`src/rtl/cpu_loader_pkg.sv`:
```
// ---------------------------------------------------------------------------
// cpu_loader_pkg
//   Shared types and helpers for the UART program loader.
//   - loader_state_t    : load phase (data words, instruction words, done)
//   - DELIMITER_DEFAULT : fill bit replicated to the word width to form the
//                         default phase-switch word (all ones)
//   - byte_idx_w()      : width of the byte-within-word counter
// ---------------------------------------------------------------------------
package cpu_loader_pkg;

    typedef enum logic [1:0] {
        S_DATA = 2'd0,
        S_INST = 2'd1,
        S_DONE = 2'd2
    } loader_state_t;

    localparam logic DELIMITER_DEFAULT = 1'b1;

    // A one-byte word still needs a 1-bit counter to stay a legal vector.
    function automatic int unsigned byte_idx_w(input int unsigned word_bytes);
        if (word_bytes <= 1)
            return 1;
        else
            return int'($clog2(word_bytes));
    endfunction

endpackage

```
`src/rtl/uart_rx_byte.sv`:
```
// ---------------------------------------------------------------------------
// uart_rx_byte
//   8N1 UART byte receiver with a 2-flop synchroniser and start-bit glitch
//   rejection. The start edge is re-checked half a bit later; data and stop
//   bits are sampled at their centres.
// Ports
//   CLK        in   system clock
//   rst        in   async active-high reset (aborts a byte in flight)
//   rx         in   serial line, idle high, LSB first
//   data       out  last received byte (valid while byte_valid is high)
//   byte_valid out  one-cycle pulse, good stop bit
//   frame_err  out  one-cycle pulse, stop bit sampled low (byte dropped)
// ---------------------------------------------------------------------------
module uart_rx_byte #(
    parameter int unsigned CLKS_PER_BIT = 130
) (
    input  logic       CLK,
    input  logic       rst,
    input  logic       rx,
    output logic [7:0] data,
    output logic       byte_valid,
    output logic       frame_err
);

    localparam int unsigned CW = (CLKS_PER_BIT <= 2) ? 1 : $clog2(CLKS_PER_BIT);
    localparam logic [CW-1:0] HALF_M1 = CW'(CLKS_PER_BIT / 2 - 1);
    localparam logic [CW-1:0] FULL_M1 = CW'(CLKS_PER_BIT - 1);

    typedef enum logic [1:0] {
        RX_IDLE  = 2'd0,
        RX_START = 2'd1,
        RX_DATA  = 2'd2,
        RX_STOP  = 2'd3
    } rx_state_t;

    rx_state_t     st;
    logic          rx_meta;
    logic          rx_s;
    logic          rx_prev;
    logic [CW-1:0] cnt;
    logic [2:0]    bit_idx;
    logic [7:0]    sr;

    assign data = sr;

    always_ff @(posedge CLK or posedge rst) begin
        if (rst) begin
            st         <= RX_IDLE;
            rx_meta    <= 1'b1;
            rx_s       <= 1'b1;
            rx_prev    <= 1'b1;
            cnt        <= '0;
            bit_idx    <= '0;
            sr         <= '0;
            byte_valid <= 1'b0;
            frame_err  <= 1'b0;
        end else begin
            rx_meta    <= rx;
            rx_s       <= rx_meta;
            rx_prev    <= rx_s;
            byte_valid <= 1'b0;
            frame_err  <= 1'b0;
            case (st)
                RX_IDLE: begin
                    // Edge, not level: a line held low after a bad stop bit
                    // must not retrigger.
                    if (rx_prev && !rx_s) begin
                        st  <= RX_START;
                        cnt <= '0;
                    end
                end
                RX_START: begin
                    if (cnt == HALF_M1) begin
                        cnt     <= '0;
                        bit_idx <= '0;
                        st      <= rx_s ? RX_IDLE : RX_DATA;
                    end else begin
                        cnt <= cnt + 1'b1;
                    end
                end
                RX_DATA: begin
                    if (cnt == FULL_M1) begin
                        cnt <= '0;
                        sr  <= {rx_s, sr[7:1]};
                        if (bit_idx == 3'd7)
                            st <= RX_STOP;
                        else
                            bit_idx <= bit_idx + 1'b1;
                    end else begin
                        cnt <= cnt + 1'b1;
                    end
                end
                RX_STOP: begin
                    if (cnt == FULL_M1) begin
                        cnt <= '0;
                        st  <= RX_IDLE;
                        if (rx_s)
                            byte_valid <= 1'b1;
                        else
                            frame_err  <= 1'b1;
                    end else begin
                        cnt <= cnt + 1'b1;
                    end
                end
                default: st <= RX_IDLE;
            endcase
        end
    end

endmodule

```
`src/rtl/uart_program_loader.sv`:
```
// ---------------------------------------------------------------------------
// uart_program_loader
//   Boot loader: packs UART bytes MSB-first into words. Words before the
//   DELIMITER word go to data memory, words after it to instruction memory.
//   START_EXEC ends the load.
// Ports
//   CLK         in   system clock
//   INITIALIZE  in   async active-high reset
//   UART_RX     in   serial in, 8N1, idle high
//   START_EXEC  in   end-of-load level, sampled each cycle
//   DMEM_WE     out  data-memory write strobe (one cycle per word)
//   DMEM_ADDR   out  data-memory word address
//   IMEM_WE     out  instruction-memory write strobe (one cycle per word)
//   IMEM_ADDR   out  instruction-memory word address
//   WR_DATA     out  write data shared by both ports
//   INST_COUNT  out  instructions written so far
//   LOAD_DONE   out  high from completion until reset
//   RX_ERR      out  sticky: framing error, partial word at end, overflow
//   CHECKSUM    out  only with LOADER_CHECKSUM_EN defined: modulo-2^W sum of
//                    every word written to either memory
// ---------------------------------------------------------------------------
module uart_program_loader
    import cpu_loader_pkg::*;
#(
    parameter int unsigned CLKS_PER_BIT = 130,
    parameter int unsigned WORD_BYTES   = 4,
    parameter int unsigned ADDR_W       = 15,
    parameter logic [8*WORD_BYTES-1:0] DELIMITER = {(8*WORD_BYTES){DELIMITER_DEFAULT}}
) (
    input  logic                    CLK,
    input  logic                    INITIALIZE,
    input  logic                    UART_RX,
    input  logic                    START_EXEC,
    output logic                    DMEM_WE,
    output logic [ADDR_W-1:0]       DMEM_ADDR,
    output logic                    IMEM_WE,
    output logic [ADDR_W-1:0]       IMEM_ADDR,
    output logic [8*WORD_BYTES-1:0] WR_DATA,
    output logic [ADDR_W:0]         INST_COUNT,
    output logic                    LOAD_DONE,
    output logic                    RX_ERR
`ifdef LOADER_CHECKSUM_EN
    ,
    output logic [8*WORD_BYTES-1:0] CHECKSUM
`endif
);

    localparam int unsigned W   = 8 * WORD_BYTES;
    localparam int unsigned BIW = byte_idx_w(WORD_BYTES);
    localparam logic [BIW-1:0] LAST_IDX = BIW'(WORD_BYTES - 1);

    loader_state_t   state;
    logic [BIW-1:0]  byte_idx;
    logic [W-1:0]    word_sr;
    logic [W-1:0]    next_word;
    logic [ADDR_W-1:0] daddr;
    logic [ADDR_W-1:0] iaddr;
    logic            dfull;
    logic            ifull;
    logic [ADDR_W:0] inst_cnt;
    logic [7:0]      rx_byte;
    logic            rx_valid;
    logic            rx_ferr;

    uart_rx_byte #(
        .CLKS_PER_BIT(CLKS_PER_BIT)
    ) u_rx (
        .CLK       (CLK),
        .rst       (INITIALIZE),
        .rx        (UART_RX),
        .data      (rx_byte),
        .byte_valid(rx_valid),
        .frame_err (rx_ferr)
    );

    always_comb begin
        next_word = (word_sr << 8) | W'(rx_byte);
    end

    assign DMEM_ADDR  = daddr;
    assign IMEM_ADDR  = iaddr;
    assign INST_COUNT = inst_cnt;
    assign LOAD_DONE  = (state == S_DONE);

    always_ff @(posedge CLK or posedge INITIALIZE) begin
        if (INITIALIZE) begin
            state    <= S_DATA;
            byte_idx <= '0;
            word_sr  <= '0;
            daddr    <= '0;
            iaddr    <= '0;
            dfull    <= 1'b0;
            ifull    <= 1'b0;
            inst_cnt <= '0;
            DMEM_WE  <= 1'b0;
            IMEM_WE  <= 1'b0;
            WR_DATA  <= '0;
            RX_ERR   <= 1'b0;
        end else begin
            DMEM_WE <= 1'b0;
            IMEM_WE <= 1'b0;

            // Addresses advance after the strobe cycle; the last address
            // latches a full flag instead of wrapping.
            if (DMEM_WE) begin
                if (daddr == '1) dfull <= 1'b1;
                else             daddr <= daddr + 1'b1;
            end
            if (IMEM_WE) begin
                inst_cnt <= inst_cnt + 1'b1;
                if (iaddr == '1) ifull <= 1'b1;
                else             iaddr <= iaddr + 1'b1;
            end

            if (state != S_DONE) begin
                if (START_EXEC) begin
                    state    <= S_DONE;
                    byte_idx <= '0;
                    if (byte_idx != '0) RX_ERR <= 1'b1;
                end else begin
                    if (rx_ferr) RX_ERR <= 1'b1;
                    if (rx_valid) begin
                        word_sr <= next_word;
                        if (byte_idx != LAST_IDX) begin
                            byte_idx <= byte_idx + 1'b1;
                        end else begin
                            byte_idx <= '0;
                            if (state == S_DATA) begin
                                if (next_word == DELIMITER) begin
                                    state <= S_INST;
                                end else if (dfull) begin
                                    RX_ERR <= 1'b1;
                                end else begin
                                    DMEM_WE <= 1'b1;
                                    WR_DATA <= next_word;
                                end
                            end else begin
                                if (ifull) begin
                                    RX_ERR <= 1'b1;
                                end else begin
                                    IMEM_WE <= 1'b1;
                                    WR_DATA <= next_word;
                                end
                            end
                        end
                    end
                end
            end
        end
    end

`ifdef LOADER_CHECKSUM_EN
    // Strobes only occur in the load phases, so the sum freezes in S_DONE.
    always_ff @(posedge CLK or posedge INITIALIZE) begin
        if (INITIALIZE)
            CHECKSUM <= '0;
        else if (DMEM_WE || IMEM_WE)
            CHECKSUM <= CHECKSUM + WR_DATA;
    end
`endif

endmodule

```
`config.mk`:
```
export PLATFORM = sky130hd
export DESIGN_NAME = uart_program_loader
export DESIGN_NICKNAME = d
export VERILOG_FILES = /design/src/rtl/cpu_loader_pkg.sv /design/src/rtl/uart_rx_byte.sv /design/src/rtl/uart_program_loader.sv
export SDC_FILE = /design/constraint.sdc
export NUM_CORES = 1
export LEC_CHECK = 0
export CAP_MARGIN = 20
export CORE_AREA = 2 2 102 113
export CTS_CLUSTER_DIAMETER = 150
export CTS_CLUSTER_SIZE = 20
export DETAILED_ROUTE_END_ITERATION = 7
export DIE_AREA = 0 0 104 115
export DONT_BUFFER_PORTS = 1
export PLACE_DENSITY = 0.74
export SYNTH_ARGS = -nofsm -noshare
export SYNTH_HDL_FRONTEND = slang
export SYNTH_HIERARCHICAL = 1
export SYNTH_SLANG_ARGS = --single-unit
export TNS_END_PERCENT = 50
```
`constraint.sdc`:
```
create_clock -name CLK -period 3.7 [get_ports CLK]
set_clock_uncertainty 0.1 [all_clocks]
set_input_delay 0.74 -clock CLK [delete_from_list [all_inputs] [get_ports CLK]]
set_output_delay 0.74 -clock CLK [all_outputs]
set_load 0.03 [all_outputs]
```
==> results.toml, run 1 <==
[final_layout]
final_util_pct = 62.84
final-seq-area_sq_um = 3432
fillerInstances = 831
final_cells = 632
nNetsFinal = 486
drive_gt1_share_pct = 24.12
antenna_cells = 0
multi_input_area_sq_um = 2441
area_growth_pct = 12.80

[placement]
gp_congestion = 0.8511
port_buffers = 0
dp_hpwl_um = 7425
dp_cells = 599

[yosys]
yosysMostFrequentCell = "dfrtp_1"
ys_top_cells_by_count = "134 x dfrtp_1, 38 x mux2_2, 30 x mux2_4, 30 x nand2_1, 24 x nor2_1"
syn-cell-area_sq_um = 6022
ys.warnings.count = 6
synth_nets = 474
synth.distinct_cells = 54
yosysTopAreaCellShare_pct = 55.68
yosysTopAreaCell = "dfrtp_1"
synthTopCellsByArea = "dfrtp_1 56%, mux2_4 7.5%, mux2_2 7.1%, xnor2_1 3.1%, xor2_1 2.5%"
syn_avg_cell_area_sq_um = 13.09
ys_ff_latch = 137
synthArstFlopShare_pct = 100.0
synth_edf_count = 0
ys_seq_area_share_pct = 56.99
ys.flop_type = "dfrtp_1"
synth_cells = 460

[setup_path]
end_kind = "flip-flop"
cp_max_fo = 32
worstPathRequired_ns = 3.89
reg2reg_depth = 6
start_kind = "flip-flop"
r2r-end = "WR_DATA[14]$_DFFE_PP0P_"
critPathKind = "flip-flop to flip-flop"
startpoint = "word_sr[22]$_DFFE_PP0P_"
r2r_setup_slack_ns = 1.30
critPathArrivalTime_ns = 2.59
reg2reg_from = "word_sr[22]$_DFFE_PP0P_"

[cts]
cts_tree = "built"
cts.sinks = 137
clk_pin_slew_ns = 0.06
clkLatencyLatePin_ns = 0.41
root_buffer = "clkbuf_16"
post_cts_buffers = 0
cts.repair.resized = 0
clk_path_buf_depth = 2
ctsHoldBuffers = 0
htreeDepth = 4
cts_buffers = 17

[floorplan]
fp.dieH_um = 115
die_x_um = 104
core_area_sq_um = 10810
initial_core_util_pct = 55.71
io_pins = 86
fp-row-count = 40
dieArea_sq_um = 11960

[detailed_routing]
vias = 3577
drc = 0
first_pass_iters = 4
routed_wl_um = 11270
drt_iter0_drc = 276
wl_per_cell_um = 17.82
antenna_left = 0
viasPerCell = 5.660

[run_status]
outcome = "completed"

[timing]
post-route-period-util_pct = 64.83
rsz0062_at_grt = "false"
drv_slew = 0
fmax_mhz = 416.9
max_slew_margin_pct = 55.36
setup_tns_ns = 0
setup_viol = 0
period_minus_slack_ns = 2.399
whs_ns = 0.08467
hold_viol = 0
worst_pin_slew_ns = 0.6696

[global_routing]
gr-total-overflow = 0
grt_pass1_vias = 3672
antenna_found_initial = 0
track_usage_pct = 19.90
grt_max_degree = 112
grt_pass1_wl_um = 18750

[power]
power_density_nw_per_um2 = 498.0
p_leak_nw = 3.360
vdd_drop_max_uv = 297.1
power_w = 0.003383

[run]
cap_violations = 0

[hold_path]
hp-class = "input port to async pin"
## worst max-delay path: stages (launching register included)
cell	delay (ns)
dfrtp_1	0.39
nand4_1	0.10
nor4_1	0.54
a21oi_2	0.16
nor2_4	0.12
buf_4	0.49
mux2_1	0.38
## report_power, final
| group | total (W) | internal [W] | switching (W) |
|---|---|---|---|
| Sequential | 0.00153 | 0.00151 | 0.0000191 |
| Clock | 0.00177 | 0.00114 | 0.000624 |
| Combinational | 0.0000838 | 0.0000285 | 0.0000553 |
## worst max path at each step
stage	cells past startpoint	endpoint	slack, ns
4_1_cts	6	WR_DATA[14]$_DFFE_PP0P_	1.27
3_3_place_gp	6	WR_DATA[15]$_DFFE_PP0P_	1.26
5_1_grt	6	WR_DATA[14]$_DFFE_PP0P_	1.18
6_report	6	WR_DATA[14]$_DFFE_PP0P_	1.30
2_1_floorplan	7	WR_DATA[0]$_DFFE_PP0P_	1.36
3_5_place_dp	6	WR_DATA[15]$_DFFE_PP0P_	1.23
## layout by cell type, fill, tap and decap left out, drive strengths merged, types with 2 or more instances in the layout
cell type  instances
a21oi             10
a22o               4
a31oi              4
a41o               2
and2               4
and3               7
and4               5
buf                4
bufinv             4
clkbuf            20
clkinv             7
clkinvlp           2
dfrtp            134
dfstp              3
ha                10
inv               12
mux2              72
mux2i              2
nand2             30
nand3             21
nand4             19
nor2              25
nor3               7
nor3b              3
nor4               5
o2111ai            2
o21ai              7
or2                2
or3                3
or4                3
xnor2             21
xor2              17
## final cells by class
cell class	count	share of cell area, %
flip-flops and latches	137	50.52
multi-input cells	299	35.94
clock buffers	20	6.576
well taps	147	2.708
clock inverters	12	2.560
repair buffers	4	0.9210
inverters	13	0.7736
## sequential cells by signal, indices dropped and copies added (netlist names), named ones only
register,flops
u_rx/byte_valid,1
IMEM_ADDR,15
byte_idx,2
u_rx/rx_s,1
dfull,1
IMEM_WE,1
WR_DATA,32
state,2
u_rx/rx_meta,1
u_rx/rx_prev,1
u_rx/frame_err,1
word_sr,24
DMEM_WE,1
u_rx/cnt,8
DMEM_ADDR,15
u_rx/st,1
u_rx/bit_idx,3
RX_ERR,1
INST_COUNT,16
u_rx/data,8
ifull,1
## cell families after synthesis
kind of cell / share of synthesized area, %
buffers and inverters: 2.514
and+or+nand+nor: 13.07
AOI/OAI and AO/OA: 4.155
DFF: 56.99
adders and majority gates: 2.078
xor gates and xnor gates: 5.527
muxes: 15.67
## per-stage QoR
| step | instance area, sq um | setup WS, ns |
|---|---|---|
| floorplan | 6026 | 1.361 |
| global route | 6793 | 1.175 |
| global placement | 6145 | 1.261 |
| finish | 6793 | 1.301 |
| detailed placement | 6145 | 1.228 |
| CTS | 6765 | 1.270 |
## per-layer routing
| layer | GRT usage (%) | share of wire, % |
|---|---|---|
| met5 | 0 | 0 |
| met4 | 7.568 | 1.4 |
| met3 | 7.710 | 6.5 |
| met2 | 32.11 | 49 |
| met1 | 24.58 | 43 |
No activity file was read; power rests on OpenSTA's default activity.
==> run 2: changes to the inputs <==
==> constraint.sdc (replaced) <==
create_clock -name CLK -period 2 [get_ports CLK]
set_clock_uncertainty 0.1 [all_clocks]
set_input_delay 0.4 -clock CLK [delete_from_list [all_inputs] [get_ports CLK]]
set_output_delay 0.4 -clock CLK [all_outputs]
set_load 0.03 [all_outputs]
==> results.toml, run 2 (same netlist as run 1, synthesis figures left out) <==
[timing]
period_minus_slack_ns = 2.017
max_slew_margin_pct = 67.20
post-route-period-util_pct = 100.8
setup_viol = 18
fmax_mhz = 495.9
rsz0062_at_grt = "true"
drv_slew = 0
whs_ns = 0.1460
worst_pin_slew_ns = 0.4795
layout_setup_ws_ns = -0.01671
hold_viol = 0

[setup_path]
r2r_setup_slack_ns = -0.02
end_kind = "flip-flop"
critical_path.top_delay_family = "simple AND/OR/NAND/NOR gates"
worstPathRequired_ns = 2.19
cp_num_buf_inv = 1
path_cells = "ha_4 > nand3b_4 > or4_4 > a21oi_4 > nor2_4 > buf_12 > mux2_4"
cpPeakStageDelay_ns = 0.44
reg2reg_depth = 7
r2r-end = "WR_DATA[22]$_DFFE_PP0P_"
crit_slowest_cell = "or4_4"
start_kind = "flip-flop"
reg2reg_from = "byte_idx[0]$_DFFE_PP0P_"
cp_max_fo = 17
critPathKind = "flip-flop to flip-flop"
critPathArrivalTime_ns = 2.21

[cts]
root_buffer = "clkbuf_16"
clk_path_buf_depth = 2
clkLatencyLatePin_ns = 0.41
clk_pin_slew_ns = 0.06
cts_tree = "built"
htreeDepth = 4
cts.sinks = 137
cts_buffers = 17

[hold_path]
min_path_cells = 3
worstHoldStart = "START_EXEC"
hp-class = "input port to flip-flop"
whs_endpoint = "RX_ERR$_DFFE_PP0P_"

[floorplan]
fp.dieH_um = 115
dieArea_sq_um = 11960
fp-row-count = 40
core_area_sq_um = 10810
die_x_um = 104
initial_core_util_pct = 55.71
io_pins = 86

[detailed_routing]
first_pass_iters = 4
viasPerCell = 5.514
drt_iter0_drc = 213
vias = 3948
drc = 0
antenna_left = 0
routed_wl_um = 12040
wl_per_cell_um = 16.82

[final_layout]
nNetsFinal = 570
final_common_cell = "dfrtp_1"
mostFrequentLayoutCells = "134 x dfrtp_1, 80 x buf_4, 38 x mux2_2"
largest_register_ffs = 32
antenna_cells = 0
regMostFlops = "WR_DATA"
final_cell_area_sq_um = 7416
drive_gt1_share_pct = 35.85
area_growth_pct = 23.15

[placement]
dp_hpwl_um = 8369
postPlaceCellArea_sq_um = 6795
gp_congestion = 0.8657
port_buffers = 0

[run_status]
violations = "setup timing"
outcome = "finished with violations"

[power]
combPwrFrac_pct = 3.7
p_leak_nw = 3.772
power_density_nw_per_um2 = 780.4
p_clk_share_pct = 47.7
p_switching_w = 0.001316
switching_share_pct = 22.74
seq_power_share_pct = 48.7
power_w = 0.005787
internal_power_w = 0.004471
vdd_drop_max_uv = 521.8

[run]
cap_violations = 0

[global_routing]
grt_max_degree = 58
antenna_found_initial = 0
track_usage_pct = 21.08
grt_pass1_vias = 4107
gr-total-overflow = 0
grt_pass1_wl_um = 20110
## run 2: how the worst max path moves through the flow
stage / from / depth (start not counted) / to
after global placement: byte_idx[0]$_DFFE_PP0P_ / 7 / WR_DATA[14]$_DFFE_PP0P_
after CTS: byte_idx[0]$_DFFE_PP0P_ / 7 / WR_DATA[21]$_DFFE_PP0P_
final: byte_idx[0]$_DFFE_PP0P_ / 7 / WR_DATA[22]$_DFFE_PP0P_
after global routing: byte_idx[1]$_DFFE_PP0P_ / 7 / WR_DATA[25]$_DFFE_PP0P_
after detailed placement: byte_idx[1]$_DFFE_PP0P_ / 7 / WR_DATA[14]$_DFFE_PP0P_
after floorplan: DMEM_ADDR[8]$_DFFE_PP0P_ / 5 / DMEM_ADDR[1]$_DFFE_PP0P_
## run 2: area by class of cell
class / count / area (sq um)
clock buffer: 19 / 432.9
clock inverter: 13 / 98.84
fill: 756 / 3395
inverter: 13 / 52.55
multi-input combinational: 299 / 2485
sequential: 137 / 3432
tap: 147 / 183.9
timing repair buffer: 88 / 730.7
## run 2: stage by stage
stage | util, % | cells | setup slack [ns] | TNS [ns]
floorplan | - | 460 | -0.07242 | -0.5130
global placement | 62.86 | 679 | 0.002868 | 0
detailed placement | 62.86 | 679 | -0.07748 | -1.725
CTS | 68.53 | 715 | -0.01197 | -0.03754
global route | 68.60 | 716 | -0.07799 | -2.012
finish | 68.60 | 716 | -0.01671 | -0.07939
## run 2: power by group through the flow
| stage | Clock (W) | Combinational (W) | Sequential, W |
|---|---|---|---|
| detailed placement | 0 | 0.000209 | 0.00287 |
| finish | 0.00276 | 0.000211 | 0.00282 |
| global placement | 0 | 0.000200 | 0.00286 |
| CTS | 0.00282 | 0.000216 | 0.00282 |
| global route | 0.00295 | 0.000244 | 0.00282 |
| floorplan | 0 | 0.000125 | 0.00287 |
## run 2: metal layers
| layer | GRT usage, % | part of all wire, % | vias up |
|---|---|---|---|
| met5 | 0 | 0 | - |
| met4 | 7.387 | 1.6 | 0 |
| met3 | 6.689 | 5.1 | 16 |
| met2 | 35.18 | 50 | 92 |
| met1 | 26.29 | 43 | 1990 |
| li1 | - | - | 1850 |
## run 2: what timing repair did
action                                  CTS  global route
endpoints found under the hold margin    35             0
buffers inserted                          1             1
endpoints found under the setup margin   32            32
gates resized for setup                   8             0
pin swaps                                 0             1
hold buffers                              3             0
## run 2: tightest hold or removal path, cell delays in order
cell	delay [ns]
nor3_1	0.03
o21ai_0	0.06
o22a_1	0.12
==> run 3: changes to the inputs <==
--- a/config.mk
+++ b/config.mk
@@ -7,7 +7,6 @@
 export LEC_CHECK = 0
 export CAP_MARGIN = 20
 export CORE_AREA = 2 2 102 113
-export CTS_CLUSTER_DIAMETER = 150
 export CTS_CLUSTER_SIZE = 20
 export DETAILED_ROUTE_END_ITERATION = 7
 export DIE_AREA = 0 0 104 115
==> results of run 3 <==
Final layout, timing and power as in run 2 (identical DEF).
